**src/rtl/key_delivery_unit.sv**
```systemverilog
// key_delivery_unit: loads a secret key serially from the key store and
// checks it with an even-parity bit. Only a verified key is applied to the
// key_* inputs of a logic-locked core. Until then the core sees the DECOY
// value. Repeated parity failures force a sticky LOCKOUT that only rst
// clears.
// Optional feature: define KDU_ZEROIZE_EN to add a zeroize input. Zeroize
// wipes the key and returns the unit to IDLE without touching the fail count.
module key_delivery_unit #(
    parameter int               KEY_W    = 2,
    parameter int               MAX_FAIL = 3,
    parameter logic [KEY_W-1:0] DECOY    = {KEY_W{1'b0}}
) (
    input  logic             clk,
    input  logic             rst,
`ifdef KDU_ZEROIZE_EN
    input  logic             zeroize,
`endif
    input  logic             start,
    input  logic             kin_valid,
    input  logic             kin_data,
    output logic             kin_ready,
    output logic [KEY_W-1:0] key_out,
    output logic             key_valid,
    output logic             busy,
    output logic             err,
    output logic             lockout
);

    localparam int               CNT_W      = (KEY_W > 1) ? $clog2(KEY_W) : 1;
    localparam logic [CNT_W-1:0] CNT_LAST_C = CNT_W'(KEY_W - 1);
    localparam logic [3:0]       MAX_FAIL_C = 4'(MAX_FAIL);

    typedef enum logic [2:0] {
        S_IDLE    = 3'd0,
        S_SHIFT   = 3'd1,
        S_PARITY  = 3'd2,
        S_ARMED   = 3'd3,
        S_LOCKOUT = 3'd4
    } state_t;

    state_t           state_r;
    logic [KEY_W-1:0] shreg_r;
    logic [CNT_W-1:0] cnt_r;
    logic [3:0]       fail_r;

    logic             xfer_s;
    logic [3:0]       fail_inc_s;
    logic             par_bad_s;

    // Reduction parity of the captured key bits.
    function automatic logic key_parity(input logic [KEY_W-1:0] v);
        return ^v;
    endfunction

    // Handshake decode and parity check of the bit on the input this cycle.
    always_comb begin
        xfer_s     = kin_valid & kin_ready;
        fail_inc_s = fail_r + 4'd1;
        par_bad_s  = key_parity(shreg_r) ^ kin_data;
    end

    // Load FSM. All outputs are registered and updated with each state move.
    always_ff @(posedge clk or posedge rst) begin
        if (rst) begin
            state_r   <= S_IDLE;
            shreg_r   <= {KEY_W{1'b0}};
            cnt_r     <= {CNT_W{1'b0}};
            fail_r    <= 4'd0;
            key_out   <= DECOY;
            key_valid <= 1'b0;
            kin_ready <= 1'b0;
            busy      <= 1'b0;
            err       <= 1'b0;
            lockout   <= 1'b0;
        end else begin
            err <= 1'b0;
`ifdef KDU_ZEROIZE_EN
            // Zeroize beats start and bit transfers, but cannot leave LOCKOUT.
            if (zeroize && (state_r != S_LOCKOUT)) begin
                state_r   <= S_IDLE;
                shreg_r   <= {KEY_W{1'b0}};
                cnt_r     <= {CNT_W{1'b0}};
                key_out   <= DECOY;
                key_valid <= 1'b0;
                kin_ready <= 1'b0;
                busy      <= 1'b0;
            end else
`endif
            begin
                case (state_r)
                    S_IDLE: begin
                        if (start) begin
                            state_r   <= S_SHIFT;
                            shreg_r   <= {KEY_W{1'b0}};
                            cnt_r     <= {CNT_W{1'b0}};
                            kin_ready <= 1'b1;
                            busy      <= 1'b1;
                        end else begin
                            state_r   <= S_IDLE;
                        end
                    end
                    S_SHIFT: begin
                        if (xfer_s) begin
                            shreg_r[cnt_r] <= kin_data;
                            cnt_r          <= cnt_r + CNT_W'(1'b1);
                            if (cnt_r == CNT_LAST_C) begin
                                state_r <= S_PARITY;
                            end else begin
                                state_r <= S_SHIFT;
                            end
                        end else begin
                            state_r <= S_SHIFT;
                        end
                    end
                    S_PARITY: begin
                        if (xfer_s) begin
                            kin_ready <= 1'b0;
                            busy      <= 1'b0;
                            if (!par_bad_s) begin
                                // Key becomes visible on the parity-accept edge.
                                state_r   <= S_ARMED;
                                key_out   <= shreg_r;
                                key_valid <= 1'b1;
                                fail_r    <= 4'd0;
                            end else begin
                                fail_r <= fail_inc_s;
                                err    <= 1'b1;
                                if (fail_inc_s == MAX_FAIL_C) begin
                                    state_r <= S_LOCKOUT;
                                    lockout <= 1'b1;
                                end else begin
                                    state_r <= S_IDLE;
                                end
                            end
                        end else begin
                            state_r <= S_PARITY;
                        end
                    end
                    S_ARMED: begin
                        if (start) begin
                            // Withdraw the old key before any new bit arrives.
                            state_r   <= S_SHIFT;
                            key_out   <= DECOY;
                            key_valid <= 1'b0;
                            shreg_r   <= {KEY_W{1'b0}};
                            cnt_r     <= {CNT_W{1'b0}};
                            kin_ready <= 1'b1;
                            busy      <= 1'b1;
                        end else begin
                            state_r <= S_ARMED;
                        end
                    end
                    S_LOCKOUT: begin
                        state_r   <= S_LOCKOUT;
                        key_out   <= DECOY;
                        key_valid <= 1'b0;
                        kin_ready <= 1'b0;
                        busy      <= 1'b0;
                        lockout   <= 1'b1;
                    end
                    default: begin
                        state_r   <= S_IDLE;
                        key_out   <= DECOY;
                        key_valid <= 1'b0;
                        kin_ready <= 1'b0;
                        busy      <= 1'b0;
                    end
                endcase
            end
        end
    end

endmodule

```
**config.mk**
```make
export PLATFORM = sky130hd
export DESIGN_NAME = key_delivery_unit
export DESIGN_NICKNAME = d
export VERILOG_FILES = /design/src/rtl/key_delivery_unit.sv
export SDC_FILE = /design/constraint.sdc
export NUM_CORES = 1
export LEC_CHECK = 0
export ABC_AREA = 1
export BUFFER_PORTS_ARGS = -buffer_cell sky130_fd_sc_hd__buf_2
export CORE_MARGIN = 5
export CORE_UTILIZATION = 50
export DETAILED_ROUTE_END_ITERATION = 7
export GPL_TIMING_DRIVEN = 0
export PLACE_DENSITY = 0.73
export SLEW_MARGIN = 20
export SYNTH_ARGS = -nofsm -noshare
export SYNTH_HDL_FRONTEND = slang
export SYNTH_SLANG_ARGS = --single-unit
```
**constraint.sdc**
```tcl
create_clock -name clk -period 1.2 [get_ports clk]
set_clock_uncertainty 0.05 [all_clocks]
set_input_delay 0.12 -clock clk [delete_from_list [all_inputs] [get_ports clk]]
set_output_delay 0.12 -clock clk [all_outputs]
set_load 0.01 [all_outputs]
```
==> results.cfg, run 1 <==
[critical_path]
slowest_stage = dfrtp_2
critPathLaunchType = register
worst-path-max-fanout = 6
path_buf_inv = 1
reg2reg_depth = 6
path_cells = nor2_4, buf_4, nand2_2, nor3_4, a21oi_1, nand2_1
cp_top_family = flip-flops
crit_type = register to register
worst_ep_required_time_ns = 1.39
max_stage_delay_ns = 0.50
setup.worst_path.end_class = register
arrival_ns = 1.47
cp_num_cells = 6

[synth]
yosys.cell_types.count = 22
netlist.area_leader.share = 0.434
avgSynthCellArea_sq_um = 7.83
synth_fa_ha_area_frac = 0.0271
ys_seq_area_frac = 0.434
synth_compound_area_frac = 0.0556
muxShareOfSynthArea = 0
synthCells = 118
syn-cell-area_sq_um = 923
synth_xor_area_frac = 0.00949
synth_top_family_by_area = simple AND/OR/NAND/NOR gates
ys_warn_count = 0
ys_seq_elements = 16
synthTopCellsByArea = dfrtp_1 43%, nand2_1 15%, nand3_1 7.6%
synthSimpleGateAreaFrac = 0.394
syn-num-nets = 125
synth_top_area_cell = dfrtp_1

[die]
dieArea_sq_um = 2810
coreArea_sq_um = 1750
die_w_um = 53.0
pin_count = 12
initial_core_util = 0.529
placementRows = 15
die_h_um = 53.0

[power_and_ir_drop]
ir_drop_v = 0.00137
p_per_area_nw_per_um2 = 1890
p_leak_nw = 0.707
power.total_mw = 2.39

[final_layout]
drive_gt1_frac = 0.435
num_antenna_cells = 0
mostFrequentLayoutCells = 29 x nand2_1, 14 x inv_1, 14 x buf_4, 12 x dfrtp_1
fillers = 130
mostFrequentLayoutCell = nand2_1
fin_util = 0.724
syn2layout_area_growth_pct = 36.9
nets = 155

[global_route]
met1_usage = 0.215
grt_max_degree = 17
use_met3 = 0.0254
grt_pass1_vias = 823
grt_pass1_wl_um = 3560
gr-usage-met2 = 0.306
track_usage = 0.175
grt-ovfl-total = 0
busiest_layer = met2
antenna_found_initial = 0

[clocking]
clkSinkCount = 16
htreeDepth = 1
path_clk_slew_ns = 0.10
cts_tree = built
cts_buffers = 3
cts_root_buf = clkbuf_4
clockBufferDepth = 2
insertion_delay_ns = 0.29

[sta]
slew_violations = 0
timing.final.crit_share = 1.07
finalHoldViolCount = 0
relSlewSlack = 0.595
setup-violations-final = 14
clock.fmax_mhz = 780
setup-tns-final_ns = -0.672
rsz0062_at_grt = true
fin_ws_ns = -0.0817
period_minus_slack_ns = 1.28
worstMarginPinSlew_ns = 0.606

[route]
wirelength_um = 2200
route.detailed.drc = 0
vias_per_cell = 5.10
vias = 877
drtAntennaViolNets = 0
drtIter0Drc = 34
wl_per_cell_um = 12.8
firstDrtPassIters = 4

[place]
port_buffers = 11
dp_hpwl_um = 1360
gp_congestion = 0.816

[flow_run]
maxCapViolations = 0

[outcome]
violations = setup timing
status = finished, violations left

[worst_hold_path]
min_path_cells = 3
hp-class = input port to register
[worst paths after layout]
check	start	end	slack [ns]
setup / recovery	state_r[1]	state_r[1]	-0.08
hold / removal	kin_data	shreg_r[0]	0.02
setup reg to reg	state_r[1]	state_r[1]	-0.08
hold reg to reg	lockout	lockout	0.42
max in group asynchronous	rst	fail_r[0]	0.29
min in group asynchronous	rst	busy	0.38
[sequential cells by signal, summed over array words and instances, names as in the netlist]
name       count
key_out        2
busy           1
err            1
lockout        1
fail_r         4
key_valid      1
cnt_r          1
shreg_r        2
state_r        3
[synth_stat cells]
| library cell | count |
|---|---|
| inv_1 | 15 |
| nor3_1 | 1 |
| ha_1 | 2 |
| nand3_4 | 1 |
| dfrtp_1 | 16 |
| o211ai_1 | 1 |
| nand2_1 | 38 |
| nor2_1 | 6 |
| nand3_2 | 1 |
| buf_4 | 1 |
| o21ai_0 | 1 |
| inv_2 | 1 |
| nand3_1 | 14 |
| a21oi_1 | 2 |
| nand4_1 | 3 |
| inv_4 | 1 |
| o21ai_1 | 4 |
| o21ai_2 | 1 |
| nor2_8 | 2 |
| xnor2_1 | 1 |
| nand2_2 | 5 |
| nor2_2 | 1 |
[power breakdown]
part           switching, mW  internal (mW)  total (mW)
logic                  0.704          0.494        1.20
clock network          0.187          0.185       0.372
registers              0.162          0.658       0.820
total                   1.05           1.34        2.39
[kinds of logic after synthesis]
family	count (synthesis)
AOI/OAI and AO/OA	9
and+or+nand+nor	72
buffers and inverters	18
DFF	16
xor gates and xnor gates	1
adders and majority gates	2
[what timing repair did]
action                                  4_1_cts  5_1_grt
hold endpoints to repair                     16        0
endpoints found under the setup margin       15       16
setup buffers                                 9        4
pin swaps                                     5        3
hold buffers                                  1        0
gates resized for setup                      17       14
[stage by stage]
stage	setup WS, ns	area (sq um)	instances	hold WS, ns
6_report	-0.0817	1260	172	0.0200
2_1_floorplan	0.0192	926	118	-0.0163
3_3_place_gp	-0.152	1010	154	0.170
3_5_place_dp	-0.152	1010	154	0.181
5_1_grt	-0.162	1260	172	0.0368
4_1_cts	-0.0344	1180	168	0.0162
[worst register-to-register path: cells and delay by family (launching register included)]
family | cells | cell delay (ns)
AO/OA/AOI/OAI | 1 | 0.06
buffers and inverters | 1 | 0.15
flip-flops | 1 | 0.50
AND/OR/NAND/NOR | 4 | 0.49
[per-layer routing]
layer / vias to the layer above / wire length [um]
met2: 28 / 1130
met1: 413 / 954
met3: 4 / 82
met5: - / 0
li1: 432 / -
met4: 0 / 27
[final cells by class]
| class | count | area, sq um | share of cell area |
|---|---|---|---|
| Multi-Input combinational cell | 84 | 552 | 0.437 |
| Clock buffer | 4 | 36.3 | 0.0287 |
| Buffer | 1 | 7.51 | 0.00594 |
| Sequential cell | 16 | 405 | 0.321 |
| Tap cell | 25 | 31.3 | 0.0248 |
| Timing Repair Buffer | 25 | 163 | 0.129 |
| Inverter | 17 | 68.8 | 0.0545 |
No activity file was read; power rests on OpenSTA's default activity.
==> run 2, diff against run 1 <==
--- a/config.mk
+++ b/config.mk
@@ -6,11 +6,11 @@
 export NUM_CORES = 1
 export LEC_CHECK = 0
-export ABC_AREA = 1
+export ABC_AREA = 0
 export BUFFER_PORTS_ARGS = -buffer_cell sky130_fd_sc_hd__buf_2
 export CORE_MARGIN = 5
-export CORE_UTILIZATION = 50
+export CORE_UTILIZATION = 49
 export DETAILED_ROUTE_END_ITERATION = 7
 export GPL_TIMING_DRIVEN = 0
-export PLACE_DENSITY = 0.73
+export PLACE_DENSITY = 0.72
 export SLEW_MARGIN = 20
 export SYNTH_ARGS = -nofsm -noshare
==> constraint.sdc (replaced) <==
create_clock -name clk -period 1.2 [get_ports clk]
set_clock_uncertainty 0.05 [all_clocks]
set_input_delay 0.06 -clock clk [delete_from_list [all_inputs] [get_ports clk]]
set_output_delay 0.06 -clock clk [all_outputs]
set_load 0.01 [all_outputs]
==> results.cfg, run 2 <==
[critical_path]
worst_ep_required_time_ns = 1.33
rr_startpoint = shreg_r[0]
path_cells = xor3_2, o31ai_2, a21oi_2, a22o_1
max_stage_delay_ns = 0.45
reg2reg_slack_ns = -0.28
worst-path-max-fanout = 3
critPathCapture = key_out[0]
setup.worst_path.end_class = register
critPathLaunch = shreg_r[0]
slowest_stage = xor3_2
crit_type = register to register
arrival_ns = 1.61
reg2reg_depth = 4
critPathLaunchType = register
r2r_end = key_out[0]

[synth]
synth_top_area_cell = dfrtp_1
yosys.cell_types.count = 33
synthArstFlopShare = 1.00
synth_edf_count = 0
ys_seq_area_frac = 0.459
yosysMostFrequentCell = dfrtp_1
ys_seq_elements = 16
synthCells = 87
synth_common_cells = 16 x dfrtp_1, 9 x inv_1, 6 x a21oi_1, 6 x o21ai_0, 5 x nand2_1
ys_warn_count = 0
syn-cell-area_sq_um = 872
avgSynthCellArea_sq_um = 10.0
dominantRegCellSynth = dfrtp_1
synthTopCellsByArea = dfrtp_1 46%, inv_1 3.9%, a21oi_1 3.4%
netlist.area_leader.share = 0.459
syn-num-nets = 94

[route]
drtAntennaViolNets = 0
firstDrtPassIters = 4
drtIter0Drc = 16
vias_per_cell = 5.38
wl_per_cell_um = 15.1
vias = 769
route.detailed.drc = 0
wirelength_um = 2160

[clocking]
clockBufferDepth = 2
cts_buffers = 3
htreeDepth = 1
clkSinkCount = 16
cts_root_buf = clkbuf_4
cts_tree = built
path_clk_slew_ns = 0.09
insertion_delay_ns = 0.29

[die]
die_w_um = 52.2
initial_core_util = 0.511
die_h_um = 52.2
pin_count = 12
placementRows = 15
coreArea_sq_um = 1710
dieArea_sq_um = 2720

[place]
port_buffers = 11
dp_hpwl_um = 1240
gp_congestion = 0.869

[final_layout]
drive_gt1_frac = 0.508
nets = 126
largest_reg_flops = 4
syn2layout_area_growth_pct = 40.3
largestRegisters = fail_r (4), state_r (3)
largest-register = fail_r
mostFrequentLayoutCells = 13 x buf_4, 13 x dfrtp_1, 12 x buf_2, 7 x inv_1, 6 x o21ai_1
num_antenna_cells = 0

[outcome]
violations = setup timing
status = finished, violations left

[sta]
setup-violations-final = 14
finalHoldViolCount = 0
timing.final.crit_share = 1.23
clock.fmax_mhz = 677
relSlewSlack = 0.593
period_minus_slack_ns = 1.48
worstMarginPinSlew_ns = 0.610
setup-tns-final_ns = -2.86
fin_ws_ns = -0.278
rsz0062_at_grt = true
slew_violations = 0

[power_and_ir_drop]
pwr-share-seq = 0.344
ir_drop_v = 0.00112
switching_share = 0.382
comb_power_share = 0.532
p_per_area_nw_per_um2 = 1960
clockPowerShare = 0.124
p_leak_nw = 0.586
power.total_mw = 2.40
p_int_mw = 1.48
switching_power_mw = 0.918

[flow_run]
maxCapViolations = 0

[global_route]
grt_pass1_wl_um = 3440
grt-ovfl-total = 0
antenna_found_initial = 0
grt_max_degree = 17
track_usage = 0.173
grt_pass1_vias = 725

[worst_hold_path]
hp-class = input port to register
## run 2: layout make-up
type | count | area (sq um)
plain buffers | 4 | 28.8
clock buffers | 4 | 26.3
fillers | 123 | 484
inverters | 9 | 37.5
multi-input cells | 58 | 498
flip-flops and latches | 16 | 404
well taps | 25 | 31.3
repair buffers | 27 | 198
## run 2: worst min-delay path by stage
| stage | end | slack [ns] | startpoint | cells past startpoint |
|---|---|---|---|---|
| after floorplan | cnt_r | -0.08 | rst | 1 |
| after global placement | key_valid | 0.10 | rst | 2 |
| after detailed placement | fail_r[2] | 0.11 | rst | 2 |
| after CTS | shreg_r[1] | 0.04 | kin_data | 3 |
| after global routing | shreg_r[1] | 0.04 | kin_data | 3 |
| final | shreg_r[1] | 0.03 | kin_data | 3 |
## run 2: critical path: cells and delay by family, from the launching register on
family | cells | cell delay (ns)
xor+xnor | 1 | 0.45
flops | 1 | 0.36
compound gates | 3 | 0.51
## run 2: per-stage QoR
step           worst slack, ns  area (sq um)  utilization  instances  hold slack [ns]
6_report                -0.278          1220        0.716        143           0.0317
2_1_floorplan           -0.291           887            -         87          -0.0764
4_1_cts                 -0.274          1100        0.645        134           0.0411
3_5_place_dp            -0.411           973        0.570        123            0.110
5_1_grt                 -0.388          1220        0.716        143           0.0387
3_3_place_gp            -0.389           973        0.570        123            0.102
## run 2: routing by layer
layer | share of wire | global-route usage
met1 | 0.45 | 0.225
met2 | 0.50 | 0.289
met3 | 0.034 | 0.0342
met4 | 0.013 | 0.0511
met5 | 0 | 0
## run 2: logic make-up (layout without fill, tap and decap cells)
group	after synthesis	after routing	synth area share
adder cells (fa/ha/maj)	2	2	0.0287
multiplexers	1	1	0.0115
XOR/XNOR	3	3	0.0646
AO/OA/AOI/OAI	27	27	0.204
flip-flops	16	16	0.459
AND/OR/NAND/NOR	25	25	0.162
buffers and inverters	13	44	0.0703
## run 2: what timing repair did
item                                   CTS  global route
pin swaps                                7            11
gates resized for setup                 10            16
setup endpoints to repair               14            16
buffers inserted                         6             8
hold buffers                             1             0
endpoints found under the hold margin   16             0
gates cloned                             0             1
## run 2: power by group through the flow
stage / clock [mW] / combinational, mW / sequential (mW)
global placement: 0 / 0.800 / 0.827
global route: 0.338 / 1.38 / 0.846
detailed placement: 0 / 0.826 / 0.838
floorplan: 0 / 0.623 / 0.830
finish: 0.298 / 1.28 / 0.824
CTS: 0.300 / 1.07 / 0.813
==> run 3, diff against run 2 <==
REMOVE_ABC_BUFFERS = 1   (was default)
==> results.cfg, run 3 (same netlist as run 2, synthesis figures left out) <==
[final_layout]
num_antenna_cells = 0
drive_gt1_frac = 0.557
largest_reg_flops = 4
register_area_sq_um = 407
mostFrequentLayoutCells = 11 x dfrtp_1, 11 x buf_2, 10 x buf_4
syn2layout_area_growth_pct = 41.9
multi_input_area_sq_um = 531
largest-register = fail_r
fillers = 114
largestRegisters = fail_r (4), state_r (3)
finalNonFillerCells = 140
fin_util = 0.725
nets = 124

[sta]
holdWs_ns = 0.0348
worstMarginPinSlew_ns = 0.600
rsz0062_at_grt = true
finalHoldViolCount = 0
clock.fmax_mhz = 670
relSlewSlack = 0.600
timing.final.crit_share = 1.24
period_minus_slack_ns = 1.49
slew_violations = 0
setup-tns-final_ns = -2.52
setup-violations-final = 15
fin_ws_ns = -0.292

[place]
port_buffers = 11
dp.cells = 119
gp_congestion = 0.893
dp_hpwl_um = 1150

[route]
vias_per_cell = 5.59
drtAntennaViolNets = 0
drtIter0Drc = 15
wl_per_cell_um = 16.5
wirelength_um = 2310
firstDrtPassIters = 4
route.detailed.drc = 0
vias = 783

[critical_path]
r2r_end = key_out[1]
setup.worst_path.end_class = register
path_cells = xor3_2, o31ai_2, a21oi_2, a22o_1
worst_ep_required_time_ns = 1.32
reg2reg_slack_ns = -0.29
max_stage_delay_ns = 0.42
reg2reg_depth = 4
arrival_ns = 1.62
critPathLaunchType = register
slowest_stage = dfrtp_1
crit_type = register to register
rr_startpoint = shreg_r[1]
worst-path-max-fanout = 3

[power_and_ir_drop]
p_leak_nw = 0.572
power.total_mw = 2.51
ir_drop_v = 0.00115
p_per_area_nw_per_um2 = 2030

[clocking]
htreeDepth = 1
cts_root_buf = clkbuf_4
cts_buffers = 3
path_clk_slew_ns = 0.08
insertion_delay_ns = 0.29
clkSinkCount = 16
clockBufferDepth = 2
cts_tree = built

[global_route]
grt_pass1_wl_um = 3150
track_usage = 0.156
grt-ovfl-total = 0
antenna_found_initial = 0
grt_pass1_vias = 690
grt_max_degree = 17

[worst_hold_path]
min_path_cells = 3
hp-class = input port to register
min_to = shreg_r[0]
hp-start = kin_data

[die]
dieArea_sq_um = 2720
initial_core_util = 0.511
die_h_um = 52.2
die_w_um = 52.2
pin_count = 12
coreArea_sq_um = 1710
placementRows = 15

[outcome]
violations = setup timing
status = finished, violations left

[flow_run]
maxCapViolations = 0
[run 3: cell count changes in the layout (fill, tap and decap cells not counted), sizes merged]
cell and delta:
inv +1, clkinvlp -1, buf -2, clkbuf -2
or3 +1
[run 3: layer usage]
layer / up-vias / GRT usage / part of all wire
li1: 368 / - / -
met4: 0 / 0.0128 / 0.019
met2: 35 / 0.243 / 0.48
met1: 376 / 0.214 / 0.43
met3: 4 / 0.0598 / 0.061
met5: - / 0 / 0
[run 3: layout make-up]
| cell class | instances | area share |
|---|---|---|
| multi-input combinational | 59 | 0.429 |
| sequential | 16 | 0.329 |
| timing repair buffer | 28 | 0.168 |
| inverter | 9 | 0.0313 |
| tap | 25 | 0.0253 |
| clock buffer | 3 | 0.0182 |
[run 3: worst max path at each step]
| stage | from | endpoint | slack (ns) | cells after the start |
|---|---|---|---|---|
| final | shreg_r[1] | key_out[1] | -0.29 | 4 |
| after global placement | state_r[0] | key_out[0] | -0.48 | 4 |
| after CTS | shreg_r[0] | key_out[1] | -0.30 | 4 |
| after global routing | shreg_r[1] | key_out[1] | -0.34 | 4 |
| after floorplan | busy | key_out[0] | -0.34 | 4 |
| after detailed placement | state_r[0] | fail_r[2] | -0.49 | 4 |
[run 3: what timing repair did]
| item | in CTS | in global routing |
|---|---|---|
| cloned | 1 | 0 |
| pin swaps | 4 | 9 |
| resized for setup | 15 | 30 |
| endpoints found under the hold margin | 16 | 0 |
| buffers inserted | 10 | 6 |
| endpoints found under the setup margin | 14 | 15 |
| hold buffers | 1 | 0 |
[run 3: stage by stage]
stage	area (sq um)	worst slack, ns
2_1_floorplan	845	-0.341
3_3_place_gp	931	-0.482
3_5_place_dp	931	-0.493
4_1_cts	1080	-0.304
5_1_grt	1240	-0.344
6_report	1240	-0.292
[run 3: power breakdown]
group | switching (mW) | internal (mW)
registers | 0.170 | 0.690
logic | 0.670 | 0.702
clock network | 0.158 | 0.117
[run 3: worst max-delay path, delay by kind of cell, from the launching register on]
family          cells  cell delay [ns]
xor+xnor            1             0.41
compound gates      3             0.50
flops               1             0.42
